**src/rtl/move_input_conditioner.sv**
```systemverilog
// Lateral-move button conditioner: sync, debounce, tap latch and press/auto-repeat
// timing, producing direction requests qualified by a periodic move_tick strobe.

module move_dir_channel #(
    parameter int DEBOUNCE_CYCLES = 250000,
    parameter int REPEAT_TICKS    = 6
) (
    input  logic dclk,
    input  logic clr,
    input  logic btn,
    input  logic tick,
    output logic held,
    output logic req
);

    localparam int DW = (DEBOUNCE_CYCLES > 2) ? $clog2(DEBOUNCE_CYCLES) : 1;
    localparam int HW = $clog2(REPEAT_TICKS) + 1;

    typedef enum logic [1:0] {
        ST_IDLE,
        ST_WAIT,
        ST_REPEAT
    } dir_state_t;

    dir_state_t      state, state_next;
    logic [HW-1:0]   hcnt, hcnt_next;
    logic [DW-1:0]   db_cnt;
    logic            s_meta, s_x;
    logic            held_d;
    logic            pend;
    logic            rise;
    logic            p_x;

    assign rise = held & ~held_d;
    assign p_x  = pend | rise;

    // NOTE: sequential state uses non-blocking assignments so every register
    // samples the pre-edge values of its neighbours.
    always_ff @(posedge dclk) begin
        if (clr) begin
            s_meta <= 1'b0;
            s_x    <= 1'b0;
            db_cnt <= '0;
            held   <= 1'b0;
            held_d <= 1'b0;
            pend   <= 1'b0;
        end else begin
            s_meta <= btn;
            s_x    <= s_meta;
            if (s_x != held) begin
                if (db_cnt == DW'(DEBOUNCE_CYCLES - 1)) begin
                    held   <= s_x;
                    db_cnt <= '0;
                end else begin
                    db_cnt <= db_cnt + 1'b1;
                end
            end else begin
                db_cnt <= '0;
            end
            held_d <= held;
            // A tap is remembered until the next tick consumes it.
            pend   <= tick ? 1'b0 : (pend | rise);
        end
    end

    always_ff @(posedge dclk) begin
        if (clr) begin
            state <= ST_IDLE;
            hcnt  <= '0;
        end else begin
            state <= state_next;
            hcnt  <= hcnt_next;
        end
    end

    // NOTE: every combinational output gets a default first so no latch is inferred.
    always_comb begin
        state_next = state;
        hcnt_next  = hcnt;
        req        = 1'b0;

        if (tick) begin
            if (p_x) begin
                req = 1'b1;
            end else if (state == ST_WAIT) begin
                if (hcnt == HW'(REPEAT_TICKS - 1)) begin
                    req        = 1'b1;
                    state_next = ST_REPEAT;
                end else begin
                    hcnt_next = hcnt + 1'b1;
                end
            end else if (state == ST_REPEAT && held) begin
                req = 1'b1;
            end
        end

        // Release overrides any tick-driven progress; pend survives it.
        if (!held) begin
            state_next = ST_IDLE;
            hcnt_next  = '0;
        end else if (state == ST_IDLE && rise) begin
            state_next = ST_WAIT;
            hcnt_next  = '0;
        end
    end

endmodule

module move_input_conditioner #(
    parameter int DEBOUNCE_CYCLES = 250000,
    parameter int TICK_CYCLES     = 1250000,
    parameter int REPEAT_TICKS    = 6
) (
    input  logic dclk,
    input  logic clr,
    input  logic btn_left,
    input  logic btn_right,
    output logic move_tick,
    output logic move_left,
    output logic move_right,
    output logic held_left,
    output logic held_right
);

    localparam int TW = (TICK_CYCLES > 2) ? $clog2(TICK_CYCLES) : 1;

    logic [TW-1:0] tick_cnt;
    logic          tick;
    logic          req_l, req_r;

    assign tick = (tick_cnt == TW'(TICK_CYCLES - 1));

    move_dir_channel #(
        .DEBOUNCE_CYCLES(DEBOUNCE_CYCLES),
        .REPEAT_TICKS   (REPEAT_TICKS)
    ) u_left (
        .dclk(dclk),
        .clr (clr),
        .btn (btn_left),
        .tick(tick),
        .held(held_left),
        .req (req_l)
    );

    move_dir_channel #(
        .DEBOUNCE_CYCLES(DEBOUNCE_CYCLES),
        .REPEAT_TICKS   (REPEAT_TICKS)
    ) u_right (
        .dclk(dclk),
        .clr (clr),
        .btn (btn_right),
        .tick(tick),
        .held(held_right),
        .req (req_r)
    );

    // Opposing requests on the same tick cancel each other.
    always_ff @(posedge dclk) begin
        if (clr) begin
            tick_cnt   <= '0;
            move_tick  <= 1'b0;
            move_left  <= 1'b0;
            move_right <= 1'b0;
        end else begin
            tick_cnt  <= tick ? '0 : tick_cnt + 1'b1;
            move_tick <= tick;
            if (tick) begin
                move_left  <= req_l & ~req_r;
                move_right <= req_r & ~req_l;
            end
        end
    end

endmodule

```
**config.mk**
```make
export PLATFORM = sky130hd
export DESIGN_NAME = move_input_conditioner
export DESIGN_NICKNAME = d
export VERILOG_FILES = /design/src/rtl/move_input_conditioner.sv
export SDC_FILE = /design/constraint.sdc
export NUM_CORES = 1
export LEC_CHECK = 0
export ABC_AREA = 1
export BUFFER_PORTS_ARGS = -buffer_cell sky130_fd_sc_hd__buf_2
export CORE_AREA = 2 2 110 122
export DETAILED_ROUTE_END_ITERATION = 10
export DIE_AREA = 0 0 112 124
export GPL_ROUTABILITY_DRIVEN = 0
export SLEW_MARGIN = 20
export SYNTH_ARGS = -nofsm -noshare
export SYNTH_HDL_FRONTEND = slang
export SYNTH_SLANG_ARGS = --single-unit
```
**constraint.sdc**
```tcl
create_clock -name dclk -period 2.4 [get_ports dclk]
set_input_delay 0 -clock dclk [delete_from_list [all_inputs] [get_ports dclk]]
set_output_delay 0 -clock dclk [all_outputs]
set_load 0.005 [all_outputs]
```
# Yosys cells after proc, flatten, opt, wreduce, memory -nomap -nowiden
# Index checks and enable logic that the tools add are counted.
# totals
in_bits	4
out_inout_bits	5
register_bits	82
# op_classes
eq_ne	13
addsub	5
n_reduce_logical	27
n_mux	20
bitwise_logic	18
# ops
operator	n
$add A18 B1 Y18 const B	2
$eq A18 B18 Y1 const B	2
$reduce_and A4 Y1	6
$add A21 B1 Y21 const B	1
$eq A21 B21 Y1 const B	1
$mux W1	20
$not A1 Y1	12
$reduce_bool A2 Y1	6
$reduce_or A3 Y1	4
$add A4 B1 Y4 const B	2
$eq A4 B3 Y1 const B	2
$reduce_or A2 Y1	3
$and A1 B1 Y1	4
$eq A2 B1 Y1 const B	2
$eq A2 B2 Y1 const B	2
$logic_and A1 B1 Y1	4
$logic_not A2 Y1	2
$ne A2 B2 Y1 const B	2
$reduce_and A2 Y1	2
$ne A1 B1 Y1	2
$or A1 B1 Y1	2

# Logic depth before layout (Yosys ltp)
# Gate-level depths: netlist (run 1).
# logic_depth
word_depth	8
ltp_mapped	10
mapped_depth_nobuf	10

# Hierarchy
# From an unflattened synthesis (run 1), not the netlist that was laid out.
# unflattened
cells_unflattened	610
area_unflattened_um2	4147.7
# by_module_without_submodules
mod	cells_each	n_inst	seq_area_each_um2	area_per_inst_um2
move_dir_channel	212	2	580.6	1430.1
move_input_conditioner	186	1	480.5	1287.5

# Worst setup path before layout (run 1)
# No wires, ideal clock.
# synth_path
path_kind	reg2reg
from	register u_right.db_cnt[0]
to	register u_right.db_cnt[16]
arrival_time_ns	1.383
setup_ns	0.122
period_less_slack_ns	1.504
path_slack_ns	0.896
stages_incl_launch_ff	10
path_cell_list	dfxtp_1 -> ha_1 -> nand2_2 -> nor2_2 -> nand2_1 -> nor3_2 -> nand2_1 -> nand2_2 -> buf_6 -> a21oi_1
# synth_between
elab_chain_cells	2
word_cells_on_any_way	3
# synth_lines
element	line	rtl
from (decl)	27	logic [DW-1:0] db_cnt;
from (signal assigned)	55	db_cnt <= db_cnt + 1'b1;
parallel branches: the longest is 2 deep, another holds $add A18 B1 Y18	n/a	
# Several ways; the timed one is not identified.
# A chain may end at the register's enable or synchronous reset.

# Final worst setup path (run 1)
# layout_path
from	register u_right.db_cnt[0]
to	register u_right.db_cnt[2]
# Same word-level chain as after synthesis.

==> tab_implementation.tex, run 1 <==
\begin{tabular}{lr}
\hline
Metric & Value \\
\hline
\multicolumn{2}{l}{\textbf{Timing}} \\
\quad Final critical-path required period & around 1.7 ns \\
\quad Setup tns final & 0 ns \\
\quad Worst path setup slack after routing & a little over 0.7 ns \\
\quad Count of pins over their slew limit & 0 \\
\quad Portion of the clock cycle consumed by the worst path in the final layout & 0.7058 \\
\quad Post-Route Skew & between 0.007 and 0.008 ns \\
\quad Slew at the pin closest to its max-slew limit & about 0.48 ns \\
\quad Slew HR & 0.6790 \\
\quad Fin. Hold Viols & 0 \\
\quad Final number of setup-violating endpoints & 0 \\
\quad Highest attainable clock frequency & around 590 MHz \\
\quad Unrepaired setup endpoints after global routing & no \\
\multicolumn{2}{l}{\textbf{Drt}} \\
\quad Routed wire length per instance & between 10 and 15 um \\
\quad DRC violations left & 0 \\
\quad Iter 0 DRT Violations & approximately 250 \\
\quad Total length of routed wires & a little under 8000 um \\
\quad Routed via count & about 3500 \\
\quad Antenna-violating nets left & 0 \\
\quad Avg Vias per Cell & 4.656 \\
\quad Detailed-router iteration count before antenna repair & 5 \\
\multicolumn{2}{l}{\textbf{Layout}} \\
\quad Most common cell after layout, fill and taps aside & nand2\_1 \\
\quad Layout overhead on the synthesized area & 13.53\% \\
\quad Share of cells above drive strength 1 & 0.08696 \\
\quad Leading cell types in the layout, fill and taps excluded & 111 x nand2\_1, 110 x nor2\_1, 82 x dfxtp\_1, 76 x inv\_1, 41 x nand3\_1 \\
\quad Final nets & roughly 600 \\
\quad Fill cell count & around 1400 \\
\quad Count of antenna diodes in the layout & 0 \\
\multicolumn{2}{l}{\textbf{Clock network}} \\
\quad Num CTS Buffers & 9 \\
\quad Clock slew at the register clock pins of the worst setup and hold paths & 0.06 ns \\
\quad Deepest clock path buffer count & 2 \\
\quad Clock latency of the later-clocked register in the worst-skew pair & 0.33 ns \\
\quad Root buffer cell & clkbuf\_16 \\
\quad CTS tree & done \\
\quad H-tree level count & 3 \\
\quad Clock sink total & 82 \\
\quad Number of buffers added for setup after CTS & 0 \\
\multicolumn{2}{l}{\textbf{Worst setup path}} \\
\quad CP Capture Type & flop \\
\quad CP Class & flop to flop \\
\quad Req. time, crit path & roughly 2.6 ns \\
\quad Worst-path maximum fanout & 18 \\
\quad CP startpoint kind & flop \\
\quad Setup slack of the most critical reg-to-reg path & a little over 0.7 ns \\
\quad Worst path arrival time & between 1.5 and 2 ns \\
\multicolumn{2}{l}{\textbf{GRT}} \\
\quad Global route overflow & 0 \\
\quad Global router's overall resource usage & 0.1218 \\
\quad Vias in the first global route & 3354 \\
\quad Wire length of the first global-routing pass & between 10000 and 15000 um \\
\quad Maximum number of pins on one net before global-route repair & 24 \\
\quad Initial antenna violation count & 0 \\
\multicolumn{2}{l}{\textbf{Logic synthesis}} \\
\quad Xor/xnor share of the synthesized area & 0.03085 \\
\quad Number of distinct library cells after synthesis & 33 \\
\quad Main combinational cell family by area after synthesis & simple AND/OR/NAND/NOR gates \\
\quad Number of synthesis warnings & 0 \\
\quad Top cell type's share of synthesized area & 0.4130 \\
\quad Cell area after synthesis & 3975 um\^{}2 \\
\quad Area leader, netlist & dfxtp\_1 \\
\quad Sequential fraction of the synthesis area & 0.4130 \\
\quad Syn\_nets & a little under 600 \\
\quad Area fraction in compound gates after synthesis & 0.06799 \\
\quad Average footprint of a synthesized cell & $\sim$6.9 um\^{}2 \\
\quad Share of synthesized cell area in and, or, nand and nor gates & 0.3828 \\
\quad Multiplexer fraction of the synthesized cell area & 0 \\
\quad \#FFs+latches synth & 82 \\
\quad Top area cells in the synthesized netlist & dfxtp\_1 41\%, nand2\_1 10\%, nor2\_1 10\% \\
\quad Post-synthesis share of cell area spent on full adders, half adders and majority gates & 0.02203 \\
\quad Post-synthesis instance total & 573 \\
\multicolumn{2}{l}{\textbf{Die}} \\
\quad Width of the chip & 112 um \\
\quad Effective utilization at floorplan & 0.3157 \\
\quad Full die area & 13890 um\^{}2 \\
\quad Core Area & about 13000 um\^{}2 \\
\quad Total number of placement rows & 43 \\
\quad Top Ports & 9 \\
\quad Chip Height & 124 um \\
\multicolumn{2}{l}{\textbf{Placed design}} \\
\quad Port Buffers & 8 \\
\quad Post-place setup slack & 0.7025 ns \\
\quad Post-DP HPWL & 5847 um \\
\multicolumn{2}{l}{\textbf{Pwr}} \\
\quad Worst IR drop on VDD & $\sim$0.55 mV \\
\quad Pwr dens & between 500 and 600 nW/um\^{}2 \\
\quad Reported leakage power & 1.516 nW \\
\multicolumn{2}{l}{\textbf{Hold path}} \\
\quad Path type of the worst min-delay path & flop to flop \\
\multicolumn{2}{l}{\textbf{Status}} \\
\quad Status & finished clean \\
\multicolumn{2}{l}{\textbf{Run}} \\
\quad MaxCap Viol Count & 0 \\
\hline
\end{tabular}
-- synth_stat cells --
library cell,count
a21oi_1,38
a21oi_2,1
a31oi_1,1
buf_2,1
buf_4,1
buf_6,2
clkbuf_1,1
dfxtp_1,82
ha_1,7
inv_1,76
inv_2,2
nand2_1,111
nand2_2,4
nand2_4,1
nand3_1,41
nand3_2,1
nand3b_1,4
nand4_1,21
nor2_1,110
nor2_2,5
nor2_4,1
nor3_1,17
nor3_2,3
nor3_4,2
nor3b_1,1
nor4_1,1
nor4_2,1
o21ai_0,13
or2_0,2
or2_1,1
or2_2,7
xnor2_1,6
xor2_1,8
-- sequential cells by signal (all words and copies together), names as in the netlist, 2 cells and up --
name            flops
tick_cnt           21
u_left.db_cnt      18
u_left.hcnt         4
u_left.state        2
u_right.db_cnt     18
u_right.hcnt        4
u_right.state       2
-- layout make-up --
class                      count  area (um^2)  share of cell area
multi-input combinational    408         2002              0.4436
inverter                      78        292.8             0.06487
clock buffer                  12        256.5             0.05683
sequential                    82         1642              0.3637
clock inverter                 4        26.28            0.005822
timing repair buffer          14        97.59             0.02162
tap                          157        196.4             0.04353
-- critical path, cell delays in order (launching register included) --
cell and delay (ns):
dfxtp_1 0.40, ha_1 0.21, nand2_2 0.09, nor2_2 0.15
nand2_1 0.10, nor3_2 0.14, nand2_1 0.10, nand2_2 0.31
nor3_1 0.08
-- routing by layer --
metal / up-vias / part of all wire / GRT usage
met4: 0 / 0.017 / 0.04497
met3: 15 / 0.026 / 0.03309
met5: - / 0 / 0
met1: 1593 / 0.47 / 0.1402
met2: 35 / 0.49 / 0.2182
li1: 1872 / - / -
-- path summary, 6_finish.rpt --
path | start | endpoint | depth (start not counted)
worst max-delay path | u_right.db_cnt[0]$_SDFF_PP0_ | u_right.db_cnt[2]$_SDFF_PP0_ | 8
worst min-delay path | u_left.s_meta$_SDFF_PP0_ | u_left.s_x$_SDFF_PP0_ | 2
worst max register to register | u_right.db_cnt[0]$_SDFF_PP0_ | u_right.db_cnt[2]$_SDFF_PP0_ | 8
worst min register to register | u_left.s_meta$_SDFF_PP0_ | u_left.s_x$_SDFF_PP0_ | 2
-- where the power goes --
part / leakage [nW] / internal [mW] / switching (mW)
logic: 0.715 / 0.0156 / 0.0234
registers: 0.662 / 1.37 / 0.00658
clock network: 0.139 / 0.755 / 0.521
-- cells by family after synthesis --
logic type,count (synthesis)
and+or+nand+nor,334
buffers and inverters,83
adders and majority gates,7
AOI/OAI and AO/OA,53
xor gates and xnor gates,14
DFF,82
-- stage by stage --
| stage | hold WS, ns | cell area (um^2) | util | std cells | total power [mW] |
|---|---|---|---|---|---|
| 6_report | 0.4129 | 4513 | 0.3585 | 755 | 2.691 |
| 5_1_grt | 0.4281 | 4513 | 0.3585 | 755 | 2.809 |
| 4_1_cts | 0.4113 | 4513 | 0.3585 | 755 | 2.744 |
| 3_5_place_dp | 0.2091 | 4180 | 0.3320 | 734 | 1.440 |
| 3_3_place_gp | 0.1988 | 4180 | 0.3320 | 734 | 1.438 |
| 2_1_floorplan | 0.1070 | 3975 | - | 573 | 1.431 |
-- repair_timing --
| item | CTS | global route |
|---|---|---|
| hold endpoints to repair | 6 | 0 |
| hold buffers | 5 | 0 |
| endpoints found under the setup margin | 0 | 0 |
| gates resized for setup | 0 | 0 |
(Power assumes the default switching activity.)
==> run 2: changes to the inputs <==
==> constraint.sdc (replaced) <==
create_clock -name dclk -period 1.55 [get_ports dclk]
set_input_delay 0 -clock dclk [delete_from_list [all_inputs] [get_ports dclk]]
set_output_delay 0 -clock dclk [all_outputs]
set_load 0.005 [all_outputs]
==> run 2 against run 1 <==
Utilization is 4.0 points higher. Highest routed layer unchanged. First-iteration DRC count is 54% lower. Routed wire length is 10% higher. Clock power is 62% higher. Power is 60% higher. Critical path depth is 1 lower.
==> tab_implementation.tex, run 2 (same netlist as run 1, synthesis figures left out) <==
\begin{tabular}{lr}
\hline
Metric & Value \\
\hline
\multicolumn{2}{l}{\textbf{Status}} \\
\quad Status & finished clean \\
\multicolumn{2}{l}{\textbf{Timing}} \\
\quad Unrepaired setup endpoints after global routing & yes \\
\quad Final critical-path required period & 1.518 ns (-0.1759 ns) \\
\quad Slew at the pin closest to its max-slew limit & 0.5467 ns (+0.06955 ns) \\
\quad Worst path setup slack after routing & 0.03187 ns (-0.6741 ns) \\
\quad Fin. Hold Viols & 0 (unchanged) \\
\quad Highest attainable clock frequency & 658.7 MHz (+12\%) \\
\quad Final number of setup-violating endpoints & 0 (unchanged) \\
\quad Portion of the clock cycle consumed by the worst path in the final layout & 0.9794 (+0.2736) \\
\quad Count of pins over their slew limit & 0 (unchanged) \\
\quad Slew HR & 0.6355 (-0.04344) \\
\quad Post-Route Skew & 0.003945 ns (-0.003727 ns) \\
\multicolumn{2}{l}{\textbf{Pwr}} \\
\quad Share of power burned in registers & 0.496 (-0.015) \\
\quad Power share of the clock group & 0.482 (+0.008) \\
\quad Post-route total power & 4.297 mW (+60\%) \\
\quad Internal power contribution & 3.445 mW (+61\%) \\
\quad Worst IR drop on VDD & 0.7779 mV (+43\%) \\
\quad Reported leakage power & 1.756 nW (+16\%) \\
\quad Combinational share of power & 0.022 (+0.008) \\
\quad NetSw & 0.8524 mW (+55\%) \\
\quad Pwr dens & 857.0 nW/um\^{}2 (+44\%) \\
\quad Switching share of power & 0.1984 (-0.006460) \\
\multicolumn{2}{l}{\textbf{Layout}} \\
\quad Fill cell count & 1292 (-5.1\%) \\
\quad Most common cell after layout, fill and taps aside & nand2\_1 \\
\quad Final nets & 636 (+5.3\%) \\
\quad Layout overhead on the synthesized area & 26.16\% \\
\quad Register ranked first by flip-flop count & tick\_cnt \\
\quad Share of cells above drive strength 1 & 0.2019 (+0.1150) \\
\quad Leading cell types in the layout, fill and taps excluded & 104 x nand2\_1, 100 x nor2\_1, 73 x inv\_1, 71 x dfxtp\_1, 37 x nand3\_1 \\
\quad Number of flip-flops under the largest register name & 21 (unchanged) \\
\quad Largest registers & tick\_cnt x21, u\_left.db\_cnt x18, u\_right.db\_cnt x18 \\
\quad Count of antenna diodes in the layout & 0 (unchanged) \\
\quad Area taken by multi-input logic gates & 2207 um\^{}2 (+10\%) \\
\quad Area taken by flip-flops and latches & 1655 um\^{}2 (+0.84\%) \\
\multicolumn{2}{l}{\textbf{Worst setup path}} \\
\quad Worst-path maximum fanout & 7 (-11) \\
\quad Cell depth of the worst flop-to-flop path & 7 (-1) \\
\quad Series of cell instances along the critical path & ha\_4 > nand3\_4 > or2\_4 > nor3\_4 > nand2\_4 > nand2\_8 > nor2\_1 \\
\quad Endpoint of the most critical setup path & u\_left.db\_cnt[0]\$\_SDFF\_PP0\_ \\
\quad Worst path arrival time & 1.74 ns (-0.17 ns) \\
\quad Crit. Startpoint & u\_left.db\_cnt[0]\$\_SDFF\_PP0\_ \\
\quad Setup slack of the most critical reg-to-reg path & 0.03 ns (-0.67 ns) \\
\quad Slowest Stage Delay on Critical Path & 0.35 ns (-0.05 ns) \\
\quad Endpoint of the worst-slack reg-to-reg timing path & u\_left.db\_cnt[0]\$\_SDFF\_PP0\_ \\
\quad Req. time, crit path & 1.77 ns (-0.84 ns) \\
\quad CP Class & flop to flop \\
\quad R2R Path Start & u\_left.db\_cnt[0]\$\_SDFF\_PP0\_ \\
\quad CP startpoint kind & flop \\
\quad CP Capture Type & flop \\
\quad Cell with the largest stage delay on the worst path & dfxtp\_2 \\
\multicolumn{2}{l}{\textbf{Placed design}} \\
\quad Post-place setup slack & -0.006820 ns (-0.7094 ns) \\
\quad Port Buffers & 8 (unchanged) \\
\quad Post-DP HPWL & 6039 um (+3.3\%) \\
\multicolumn{2}{l}{\textbf{Clock network}} \\
\quad Num CTS Buffers & 9 (unchanged) \\
\quad Clock slew at the register clock pins of the worst setup and hold paths & 0.06 ns (about the same) \\
\quad Clock latency of the later-clocked register in the worst-skew pair & 0.33 ns (about the same) \\
\quad Root buffer cell & clkbuf\_16 \\
\quad Clock sink total & 82 (unchanged) \\
\quad CTS tree & done \\
\quad Deepest clock path buffer count & 2 (unchanged) \\
\quad H-tree level count & 3 (unchanged) \\
\multicolumn{2}{l}{\textbf{GRT}} \\
\quad Maximum number of pins on one net before global-route repair & 23 (-4.2\%) \\
\quad Vias in the first global route & 3414 (+1.8\%) \\
\quad Met3 routing resource usage after global routing & 0.03066 (-0.002433) \\
\quad Global router's overall resource usage & 0.1237 (+0.001953) \\
\quad Global route overflow & 0 (unchanged) \\
\quad Highest-utilization routing layer at the global route stage & met2 \\
\quad Grt met1 use & 0.1439 (+0.003770) \\
\quad Routing usage on met2 & 0.2220 (+0.003788) \\
\quad Wire length of the first global-routing pass & 14450 um (+2.2\%) \\
\quad Initial antenna violation count & 0 (unchanged) \\
\multicolumn{2}{l}{\textbf{Die}} \\
\quad Total number of placement rows & 43 (unchanged) \\
\quad Top Ports & 9 (unchanged) \\
\quad Chip Height & 124 um (unchanged) \\
\quad Full die area & 13890 um\^{}2 (unchanged) \\
\quad Core Area & 12590 um\^{}2 (unchanged) \\
\quad Width of the chip & 112 um (unchanged) \\
\quad Effective utilization at floorplan & 0.3157 (unchanged) \\
\multicolumn{2}{l}{\textbf{Drt}} \\
\quad Antenna-violating nets left & 0 (unchanged) \\
\quad Avg Vias per Cell & 4.691 (+0.76\%) \\
\quad Total length of routed wires & 8659 um (+10\%) \\
\quad Routed wire length per instance & 11.02 um (+5.7\%) \\
\quad Detailed-router iteration count before antenna repair & 5 (unchanged) \\
\quad Routed via count & 3687 (+4.9\%) \\
\quad Iter 0 DRT Violations & 116 (-54\%) \\
\quad DRC violations left & 0 (unchanged) \\
\multicolumn{2}{l}{\textbf{Hold path}} \\
\quad Path type of the worst min-delay path & flop to flop \\
\multicolumn{2}{l}{\textbf{Run}} \\
\quad MaxCap Viol Count & 0 (unchanged) \\
\hline
\end{tabular}
==> run 2: changes by cell type in the layout (fill, tap and decap cells not counted), moves of 4 or more <==
cell     change
nand3_1      -4
nor2_1      -10
nand2_2      +4
nand2_1      -7
nor2_4       +4
dfxtp_2     +11
buf_4       +27
dfxtp_1     -11
nor2_2       +6
==> run 2: what timing repair did <==
| item | 4_1_cts | 5_1_grt |
|---|---|---|
| resized for setup | 1 | 59 |
| hold buffers | 5 | 0 |
| pin swaps | 0 | 11 |
| cloned | 0 | 3 |
| setup endpoints to repair | 10 | 73 |
| endpoints found under the hold margin | 7 | 0 |
| buffers inserted | 0 | 3 |
==> run 2: critical path: cells and delay by family, from the launching register on <==
family / cells / cell delay, ns
and+or+nand+nor: 6 / 0.88
DFF: 1 / 0.35
adders and majority gates: 1 / 0.16
==> run 2: final cells by class <==
type,count,share of cell area
Multi-Input combinational cell,409,0.4401
Inverter,78,0.05838
Tap cell,157,0.03917
Clock buffer,12,0.04915
Clock inverter,3,0.007984
Timing Repair Buffer,45,0.07510
Sequential cell,82,0.3301
==> run 2: how the worst min path moves through the flow <==
stage	startpoint	end	slack [ns]	cells after the start
3_5_place_dp	btn_right	u_right.s_meta$_SDFF_PP0_	0.22	3
5_1_grt	u_right.s_meta$_SDFF_PP0_	u_right.s_x$_SDFF_PP0_	0.43	2
4_1_cts	u_left.s_meta$_SDFF_PP0_	u_left.s_x$_SDFF_PP0_	0.41	2
2_1_floorplan	btn_left	u_left.s_meta$_SDFF_PP0_	0.11	2
3_3_place_gp	btn_right	u_right.s_meta$_SDFF_PP0_	0.20	3
6_report	u_left.s_meta$_SDFF_PP0_	u_left.s_x$_SDFF_PP0_	0.40	2
==> run 2: through the flow <==
stage	hold slack (ns)	TNS, ns	utilization	area [um^2]	cells
2_1_floorplan	0.1070	0	-	3975	573
3_3_place_gp	0.1989	0	0.3495	4400	760
3_5_place_dp	0.2169	-0.007888	0.3495	4400	760
4_1_cts	0.4073	0	0.3770	4746	780
5_1_grt	0.4313	-0.8847	0.3983	5015	786
6_report	0.4033	0	0.3983	5015	786
==> run 2: power groups by stage <==
stage	registers [mW]	logic [mW]	clock network, mW
floorplan	2.17	0.0411	0
global placement	2.17	0.0693	0
detailed placement	2.17	0.0711	0
CTS	2.13	0.0818	2.14
global route	2.13	0.105	2.23
finish	2.13	0.0927	2.07
==> run 2: per-layer routing <==
layer / up-vias / share of wire
li1: 1942 / -
met1: 1689 / 0.45
met2: 47 / 0.51
met3: 9 / 0.029
met4: 0 / 0.011
met5: - / 0
